### src/rtl/grf_arb_pkg.sv
// Shared types and constants for the GRF write arbiter and its port-1 write queue.
package grf_arb_pkg;

    localparam int ARB_DEPTH  = 2;
    localparam int REG_ADDR_W = 5;
    localparam int ARB_CNT_W  = $clog2(ARB_DEPTH + 1);
    localparam int ARB_PTR_W  = $clog2(ARB_DEPTH);
    localparam int WAIT_W     = 4;

    typedef struct packed {
        logic [REG_ADDR_W-1:0] addr;
        logic [31:0]           data;
        logic [31:0]           pc;
    } wr_entry_t;

    typedef enum logic [1:0] {
        NONE = 2'd0,
        P0   = 2'd1,
        P1   = 2'd2
    } grant_src_e;

    function automatic logic [31:0] addr_onehot(input logic [REG_ADDR_W-1:0] a);
        return 32'(1) << a;
    endfunction

endpackage

### src/rtl/grf_arb_fifo.sv
// In-order 2-entry queue for port-1 (mul/div) register writes.
// With GRF_ARB_SCOREBOARD_EN defined it also exposes per-slot address/occupancy.
module grf_arb_fifo
    import grf_arb_pkg::*;
(
    input  logic                  clk,
    input  logic                  reset,
    input  logic                  push_i,
    input  wr_entry_t             push_entry_i,
    input  logic                  pop_i,
`ifdef GRF_ARB_SCOREBOARD_EN
    output logic [REG_ADDR_W-1:0] slot_addr_o [ARB_DEPTH],
    output logic [ARB_DEPTH-1:0]  slot_vld_o,
`endif
    output logic [ARB_CNT_W-1:0]  count_o,
    output wr_entry_t             head_o
);

    logic [ARB_PTR_W-1:0] rd_ptr_q, rd_ptr_d;
    logic [ARB_PTR_W-1:0] wr_ptr_q, wr_ptr_d;
    logic [ARB_CNT_W-1:0] count_q, count_d;
    wr_entry_t            mem_q [ARB_DEPTH];
    logic                 do_push;
    logic                 do_pop;

    assign do_push = push_i && (count_q < ARB_CNT_W'(ARB_DEPTH));
    assign do_pop  = pop_i && (count_q != '0);

    always_comb begin
        rd_ptr_d = rd_ptr_q;
        wr_ptr_d = wr_ptr_q;
        count_d  = count_q;
        if (do_push) begin
            wr_ptr_d = wr_ptr_q + 1'b1;
        end
        if (do_pop) begin
            rd_ptr_d = rd_ptr_q + 1'b1;
        end
        case ({do_push, do_pop})
            2'b10:   count_d = count_q + 1'b1;
            2'b01:   count_d = count_q - 1'b1;
            default: count_d = count_q;
        endcase
    end

    always_ff @(posedge clk or negedge reset) begin
        if (!reset) begin
            rd_ptr_q <= '0;
            wr_ptr_q <= '0;
            count_q  <= '0;
        end else begin
            rd_ptr_q <= rd_ptr_d;
            wr_ptr_q <= wr_ptr_d;
            count_q  <= count_d;
        end
    end

    // Payload storage carries no reset; occupancy is tracked by count_q alone.
    always_ff @(posedge clk) begin
        if (do_push) begin
            mem_q[wr_ptr_q] <= push_entry_i;
        end
    end

    assign count_o = count_q;
    assign head_o  = mem_q[rd_ptr_q];

`ifdef GRF_ARB_SCOREBOARD_EN
    // A slot is live when its distance from the read pointer is below the fill count.
    always_comb begin
        logic [ARB_PTR_W-1:0] ofs;
        ofs = '0;
        for (int i = 0; i < ARB_DEPTH; i++) begin
            ofs            = ARB_PTR_W'(i) - rd_ptr_q;
            slot_addr_o[i] = mem_q[i].addr;
            slot_vld_o[i]  = (ARB_CNT_W'(ofs) < count_q);
        end
    end
`endif

endmodule

### src/rtl/grf_write_arbiter.sv
// Register-file write arbiter: pipeline writeback (port 0) has priority, queued mul/div
// writes (port 1) are forced after MAX_WAIT cycles. Macro GRF_ARB_SCOREBOARD_EN enables pending.
module grf_write_arbiter
    import grf_arb_pkg::*;
#(
    parameter int MAX_WAIT = 4
) (
    input  logic                  clk,
    input  logic                  reset,
    input  logic                  p0_valid,
    output logic                  p0_ready,
    input  logic [REG_ADDR_W-1:0] p0_addr,
    input  logic [31:0]           p0_data,
    input  logic [31:0]           p0_pc,
    input  logic                  p1_valid,
    output logic                  p1_ready,
    input  logic [REG_ADDR_W-1:0] p1_addr,
    input  logic [31:0]           p1_data,
    input  logic [31:0]           p1_pc,
    output logic                  grf_we,
    output logic [REG_ADDR_W-1:0] grf_a3,
    output logic [31:0]           grf_wd,
    output logic [31:0]           grf_wpc,
    output logic [31:0]           pending,
    output logic                  p1_starve
);

    localparam logic [WAIT_W-1:0] MAX_WAIT_C = WAIT_W'(MAX_WAIT);

    wr_entry_t             p1_entry;
    wr_entry_t             head;
    logic [ARB_CNT_W-1:0]  count;
    logic                  fifo_nonempty;
    logic                  force_grant;
    logic                  p0_req;
    logic                  push;
    logic                  pop;
    grant_src_e            grant;

    logic [WAIT_W-1:0]     wait_q, wait_d;
    logic                  grf_we_q, grf_we_d;
    logic [REG_ADDR_W-1:0] grf_a3_q, grf_a3_d;
    logic [31:0]           grf_wd_q, grf_wd_d;
    logic [31:0]           grf_wpc_q, grf_wpc_d;

`ifdef GRF_ARB_SCOREBOARD_EN
    logic [REG_ADDR_W-1:0] slot_addr [ARB_DEPTH];
    logic [ARB_DEPTH-1:0]  slot_vld;
`endif

    assign p1_entry = '{addr: p1_addr, data: p1_data, pc: p1_pc};

    // Writes to r0 are acknowledged but never reach the queue or the register file.
    assign fifo_nonempty = (count != '0);
    assign p1_ready      = (count < ARB_CNT_W'(ARB_DEPTH));
    assign push          = p1_valid && p1_ready && (p1_addr != '0);
    assign p0_req        = p0_valid && (p0_addr != '0);
    assign force_grant   = fifo_nonempty && (wait_q == MAX_WAIT_C);
    assign p0_ready      = !force_grant;
    assign p1_starve     = force_grant;

    grf_arb_fifo u_fifo (
        .clk          (clk),
        .reset        (reset),
        .push_i       (push),
        .push_entry_i (p1_entry),
        .pop_i        (pop),
`ifdef GRF_ARB_SCOREBOARD_EN
        .slot_addr_o  (slot_addr),
        .slot_vld_o   (slot_vld),
`endif
        .count_o      (count),
        .head_o       (head)
    );

    always_comb begin
        if (force_grant) begin
            grant = P1;
        end else if (p0_req) begin
            grant = P0;
        end else if (fifo_nonempty) begin
            grant = P1;
        end else begin
            grant = NONE;
        end
    end

    assign pop = (grant == P1);

    // Age of the queue head: saturates at MAX_WAIT, restarts whenever the head leaves.
    always_comb begin
        if (pop || !fifo_nonempty) begin
            wait_d = '0;
        end else if (wait_q == MAX_WAIT_C) begin
            wait_d = wait_q;
        end else begin
            wait_d = wait_q + 1'b1;
        end
    end

    always_comb begin
        grf_we_d  = 1'b0;
        grf_a3_d  = grf_a3_q;
        grf_wd_d  = grf_wd_q;
        grf_wpc_d = grf_wpc_q;
        case (grant)
            P0: begin
                grf_we_d  = 1'b1;
                grf_a3_d  = p0_addr;
                grf_wd_d  = p0_data;
                grf_wpc_d = p0_pc;
            end
            P1: begin
                grf_we_d  = 1'b1;
                grf_a3_d  = head.addr;
                grf_wd_d  = head.data;
                grf_wpc_d = head.pc;
            end
            default: begin
                grf_we_d = 1'b0;
            end
        endcase
    end

    always_ff @(posedge clk or negedge reset) begin
        if (!reset) begin
            wait_q    <= '0;
            grf_we_q  <= 1'b0;
            grf_a3_q  <= '0;
            grf_wd_q  <= '0;
            grf_wpc_q <= '0;
        end else begin
            wait_q    <= wait_d;
            grf_we_q  <= grf_we_d;
            grf_a3_q  <= grf_a3_d;
            grf_wd_q  <= grf_wd_d;
            grf_wpc_q <= grf_wpc_d;
        end
    end

    assign grf_we  = grf_we_q;
    assign grf_a3  = grf_a3_q;
    assign grf_wd  = grf_wd_q;
    assign grf_wpc = grf_wpc_q;

`ifdef GRF_ARB_SCOREBOARD_EN
    always_comb begin
        pending = '0;
        for (int i = 0; i < ARB_DEPTH; i++) begin
            if (slot_vld[i]) begin
                pending = pending | addr_onehot(slot_addr[i]);
            end
        end
    end
`else
    assign pending = '0;
`endif

endmodule

### config.mk
export PLATFORM = sky130hd
export DESIGN_NAME = grf_write_arbiter
export DESIGN_NICKNAME = d
export VERILOG_FILES = /design/src/rtl/grf_arb_pkg.sv /design/src/rtl/grf_arb_fifo.sv /design/src/rtl/grf_write_arbiter.sv
export SDC_FILE = /design/constraint.sdc
export NUM_CORES = 1
export LEC_CHECK = 0
export BUFFER_PORTS_ARGS = -buffer_cell sky130_fd_sc_hd__buf_2
export CORE_MARGIN = 3
export CORE_UTILIZATION = 28
export CTS_CLUSTER_SIZE = 30
export DETAILED_ROUTE_END_ITERATION = 7
export GPL_TIMING_DRIVEN = 0
export HOLD_SLACK_MARGIN = 0.02
export PLACE_DENSITY = 0.54
export SLEW_MARGIN = 40
export SYNTH_ARGS = -nofsm -noshare
export SYNTH_HDL_FRONTEND = slang
export SYNTH_SLANG_ARGS = --single-unit
### constraint.sdc
create_clock -name clk -period 5.7 [get_ports clk]
set_clock_uncertainty 0.1 [all_clocks]
set_input_delay 0.57 -clock clk [delete_from_list [all_inputs] [get_ports clk]]
set_output_delay 0.57 -clock clk [all_outputs]
set_load 0.01 [all_outputs]
# After elaboration in Yosys (flattened, before gate mapping)
# Memories as Yosys holds them, arrays and structs flattened.
# Cells that the tools add are included.
[classes]
n_lt_le_gt_ge = 1
muxes = 12
n_eq_ne = 6
n_reduce_logical = 15
n_addsub = 5
[op_table]
columns = ["operator", "count"]
rows = [
  ["$pmux W32 S2", 2],
  ["$pmux W5 S2", 1],
  ["$reduce_bool A5 Y1", 2],
  ["$mux W4", 2],
  ["$logic_and A1 B1 Y1", 6],
  ["$mux W2", 3],
  ["$reduce_bool A2 Y1", 3],
  ["$add A4 B1 Y4 const B", 1],
  ["$eq A2 B1 Y1 const B", 2],
  ["$eq A2 B2 Y1 const B", 2],
  ["$eq A4 B3 Y1 const B", 1],
  ["$pmux W2 S2", 1],
  ["$mux W1", 3],
  ["$add A1 B1 Y1 const B", 2],
  ["$add A2 B1 Y2 const B", 1],
  ["$logic_not A1 Y1", 2],
  ["$lt A2 B2 Y1 const B", 1],
  ["$ne A2 B2 Y1 const B", 1],
  ["$reduce_or A2 Y1", 1],
  ["$sub A2 B1 Y2 const B", 1],
  ["$logic_or A1 B1 Y1", 1],
]
[totals]
mem_count = 1
regBits = 78
word_cells = 48
ramBits = 138
inputBits = 142
[memory_table]
columns = ["name", "words", "width", "read_ports", "rd_ports_with_merged_regs", "write_ports", "line", "source"]
rows = [
  ["u_fifo.mem_q", 2, 69, 1, 0, 1, "grf_arb_fifo.sv:22", "wr_entry_t mem_q [ARB_DEPTH];"],
]

# Logic depth before layout (Yosys ltp)
[depth]
ltp_word = 8
mapped_depth = 13
depth_no_buf = 11

# Hierarchy
# From an unflattened synthesis, not the netlist that was laid out.
[hier_totals]
cells_unflattened = 601
area_unflattened_um2 = 9321.4
[by_module_without_submodules]
columns = ["mod", "instances", "seq_area_each_um2", "area_per_inst_um2", "cells_each"]
rows = [
  ["grf_arb_fifo", 1, 4244.1, 5516.5, 231],
  ["grf_write_arbiter", 1, 1851.8, 3804.9, 370],
]

# Worst setup path before layout
# OpenSTA, ideal clock, no wires.
[synth_path]
path_type = "input-to-reg"
startpoint = "in p1_addr[0]"
endpoint = "mem u_fifo.mem_q[0][0] (netlist name) (enable)"
setup_time_ns = 0.496
t_required_ns = 5.104
path_buffers = 0
path_stages = 3
arrival_ns = 3.673
slack_ns = 1.431
cell_sequence = "or4_4 -> o211ai_4 -> nor2_1"
[synth_between]
elab_chain_cells = 5
[synth_lines]
columns = ["element", "line", "source"]
rows = [
  ["start: declaration", "grf_write_arbiter.sv:17", "input logic [REG_ADDR_W-1:0] p1_addr,"],
  ["$reduce_bool A5 Y1", "grf_write_arbiter.sv:56", "assign push = p1_valid && p1_ready && (p1_addr != '0);"],
  ["$logic_and A1 B1 Y1", "grf_write_arbiter.sv:56", ""],
  ["$logic_and A1 B1 Y1", "grf_arb_fifo.sv:26", "assign do_push = push_i && (count_q < ARB_CNT_W'(ARB_DEPTH));"],
  ["$mux W1", "grf_arb_fifo.sv:60", "if (do_push) begin"],
  ["$mux W1 (implied by the code)", "grf_arb_fifo.sv:61", "mem_q[wr_ptr_q] <= push_entry_i;"],
  ["end: declaration", "grf_arb_fifo.sv:22", ""],
]
# No other way between the ends.

# Final worst setup path
[layout_path]
startpoint = "reg wait_q[0]"
endpoint = "reg grf_wd_q[26], in the netlist grf_wd[26]"
[layout_between]
elab_chain_cells = 5
[layout_lines]
columns = ["element", "line", "source"]
rows = [
  ["start: declaration", "grf_write_arbiter.sv:40", "logic [WAIT_W-1:0] wait_q, wait_d;"],
  ["start signal: assignment", "grf_write_arbiter.sv:133", "wait_q <= wait_d;"],
  ["$eq A4 B3 Y1 (*)", "grf_write_arbiter.sv:58", "assign force_grant = fifo_nonempty && (wait_q == MAX_WAIT_C);"],
  ["$logic_and A1 B1 Y1 (*)", "grf_write_arbiter.sv:58", ""],
  ["$mux W2 (*)", "grf_write_arbiter.sv:77", "if (force_grant) begin"],
  ["$eq A2 B2 Y1 / $eq A2 B1 Y1 (equally long branches)", "grf_write_arbiter.sv:106", "case (grant)"],
  ["$pmux W32 S2 / $reduce_bool A2 Y1 (equally long branches)", "n/a", ""],
  ["end signal: assignment", "grf_write_arbiter.sv:136", "grf_wd_q <= grf_wd_d;"],
  ["end: declaration", "grf_write_arbiter.sv:43", "logic [31:0] grf_wd_q, grf_wd_d;"],
]
# Mark *: on every way between the ends. The rest lies on a longest branch, timed or not.
# A chain may end at the register's enable or synchronous reset.

==> metrics.cfg <==
[critical_path]
critPathCaptureType = register
reg2reg_from = wait_q[0]
worstPathRequired_ns = 6.05
crit_start = wait_q[0]
critPathSlowestCell = a211oi_1
cpPeakStageDelay_ns = 0.44
crit_fanout = 10
critPathKind = reg -> reg
path_common_cell = ha_1
critPathLaunchType = register
path_buf_inv = 4
critPathTopFamily = buffers and inverters
crit_chain = inv_1 > ha_1 > nand3b_1 > or2_2 > nand3_1 > ha_1 > clkbuf_1 > buf_2 > buf_4 > nor2_1 > a211oi_1 > a21o_1
crit_arrival_ns = 3.54

[grt]
grt_pass1_vias = 5984
grt_pass1_wl_um = 35200
gr-total-overflow = 0
grt_max_degree = 41
antenna_found_initial = 4
gr-usage-all-layers_pct = 13.6

[die]
placeableCoreArea_sq_mm = 0.0308
die_area_sq_mm = 0.0336
die_y_um = 183
start_util_pct = 28.6
core.rowCount = 64
ioPinCount = 247
chipWidth_um = 183

[sta]
rsz0062_at_grt = false
setup_tns_ns = 0
setup_viol = 0
relSlewSlack_pct = 50.9
period_minus_slack_ns = 3.18
drv_slew = 0
worst_slew_pin_slew_ns = 0.736
hold_viol = 0
post-route-period-util_pct = 55.9
max_clock_freq_mhz = 314

[synthesis]
synth_top_cell_area_share_pct = 47.0
yosysWarnings = 0
netlist_area_sq_mm = 0.00881
syn_avg_cell_area_sq_um = 14.5
synth-seq-cells = 216
synth_largest_area_cell = edfxtp_1
synth_seq_area_share_pct = 69.2
ys_types = 25
synth_cells = 607
ys_top_cells_by_area = edfxtp_1, dfrtp_1, mux2i_1, a211oi_1, a21o_1

[routing]
drt_iter0_drc = 184
antenna_left = 0
vias_per_cell = 4.44
routed-via-count = 5797
wire_per_inst_um = 18.0
first_pass_iters = 4
drc = 0
drt_wl_total_um = 23500

[final_layout]
nNetsFinal = 1037
ff_latch_area_sq_mm = 0.00610
synthToLayoutAreaGrowth_pct = 31.1
num-fill-cells = 3024
drive_gt1_share_pct = 35.1
postLayoutCellArea_sq_mm = 0.0115
fin_util_pct = 37.5
multi_input_area_sq_mm = 0.00238

[place]
gp_congestion = 0.742
placed_area_sq_mm = 0.0108
place_hpwl_um = 17100
io_buffers = 214

[power]
power_mw = 5.98
peakVddDrop_uv = 239
p_leak_nw = 5.28
powerDensity_mw_per_mm2 = 518

[clock_tree]
cts_buffers = 25
cts.htree.levels = 1
clock_path_buffers = 3
cts_resized = 0
clkLatencyLatePin_ns = 0.51
cts_tree = yes
cts_setup_buffers = 0
cts_sinks = 216
clock_tree.root_cell = clkbuf_16
cts.clk_slew.worst_paths_ns = 0.06

[run]
max_cap_viol_count = 0

[min_path]
worstHoldStart = p1_data[11]
hold_path.class = in -> reg

[status]
status = finished clean

==> cells by family (layout without fill, tap and decap cells) <==
| kind of cell | after synthesis | in the layout | share of synthesized area (%) |
|---|---|---|---|
| compound gates | 141 | 141 | 12.1 |
| xor+xnor | 6 | 6 | 0.597 |
| fa+ha+maj | 4 | 4 | 0.568 |
| buf+inv | 78 | 349 | 5.30 |
| flops | 216 | 216 | 69.2 |
| mux | 71 | 71 | 8.07 |
| other cells | 1 | 33 | 0.0426 |
| simple gates | 90 | 90 | 4.10 |
==> per-stage QoR <==
stage	instances	hold slack (ns)	setup slack, ns
floorplan	638	0.174	1.43
global placement	1248	0.358	-1.15
detailed placement	1259	0.364	2.45
CTS	1305	0.113	2.42
global route	1306	0.120	2.26
finish	1306	0.145	2.52
==> final timing paths <==
| check | depth (start not counted) | slack [ns] | to |
|---|---|---|---|
| max in group asynchronous | 3 | 4.52 | grf_wpc[28] |
| hold / removal | 1 | 0.15 | u_fifo.mem_q[1][43] |
| setup reg to reg | 12 | 2.52 | grf_wd[26] |
| setup / recovery | 12 | 2.52 | grf_wd[26] |
| min in group asynchronous | 2 | 0.43 | grf_wd[30] |
| hold reg to reg | 1 | 0.37 | grf_wd[28] |
==> cell type report <==
| type | instances | share of cell area, % |
|---|---|---|
| diodes | 1 | 0.0217 |
| plain buffers | 71 | 3.81 |
| clock buffers | 35 | 5.92 |
| clock inverters | 10 | 0.704 |
| inverters | 7 | 0.228 |
| multi-input cells | 344 | 20.6 |
| flip-flops and latches | 216 | 52.8 |
| well taps | 396 | 4.29 |
| repair buffers | 226 | 11.6 |
==> report_power, final <==
part / internal (mW) / total [mW] / switching [mW]
Combinational: 0.901 / 2.12 / 1.22
Sequential: 2.17 / 2.36 / 0.191
Clock: 0.879 / 1.50 / 0.622
Total: 3.95 / 5.98 / 2.03
==> cells in the final DEF, fill, tap and decap left out, drive strengths merged <==
cell type	instances
a211oi	69
a21o	69
a21oi	1
a31oi	1
buf	279
bufinv	1
clkbuf	52
clkinv	7
clkinvlp	2
conb	32
dfrtp	78
diode	1
dlygate4sd3	1
edfxtp	138
ha	4
inv	7
mux2i	71
nand2	2
nand3	2
nand3b	1
nor2	79
nor2b	1
nor3	2
o211ai	1
or2	2
or4	1
xnor2	5
xor2	1
==> synth_stat cells, drive strengths merged <==
cell type	number
edfxtp	138
nor2	79
dfrtp	78
mux2i	71
a211oi	69
a21o	69
buf	54
clkbuf	17
inv	7
xnor2	5
ha	4
nand2	2
nand3	2
nor3	2
or2	2
a21oi	1
a31oi	1
conb	1
nand3b	1
nor2b	1
o211ai	1
or4	1
xor2	1
==> sequential cells by signal, indices dropped and copies added (netlist names) <==
register	flops
u_fifo.mem_q	138
wait_q	4
grf_wpc	32
grf_we	1
grf_a3	5
u_fifo.count_o	2
u_fifo.wr_ptr_q	1
u_fifo.rd_ptr_q	1
grf_wd	32
==> routing by layer <==
layer	track usage (%)	vias to the layer above	wire (um)
met3	3.73	43	1630
met2	22.1	210	10800
met4	3.90	6	742
met1	17.9	2783	10300
met5	0	-	42
li1	-	2755	-
==> repair_timing <==
item	in CTS	in global routing
endpoints found under the hold margin	38	0
endpoints found under the setup margin	0	0
hold buffers	1	0
Note: power is estimated with default switching activity, not from simulation.
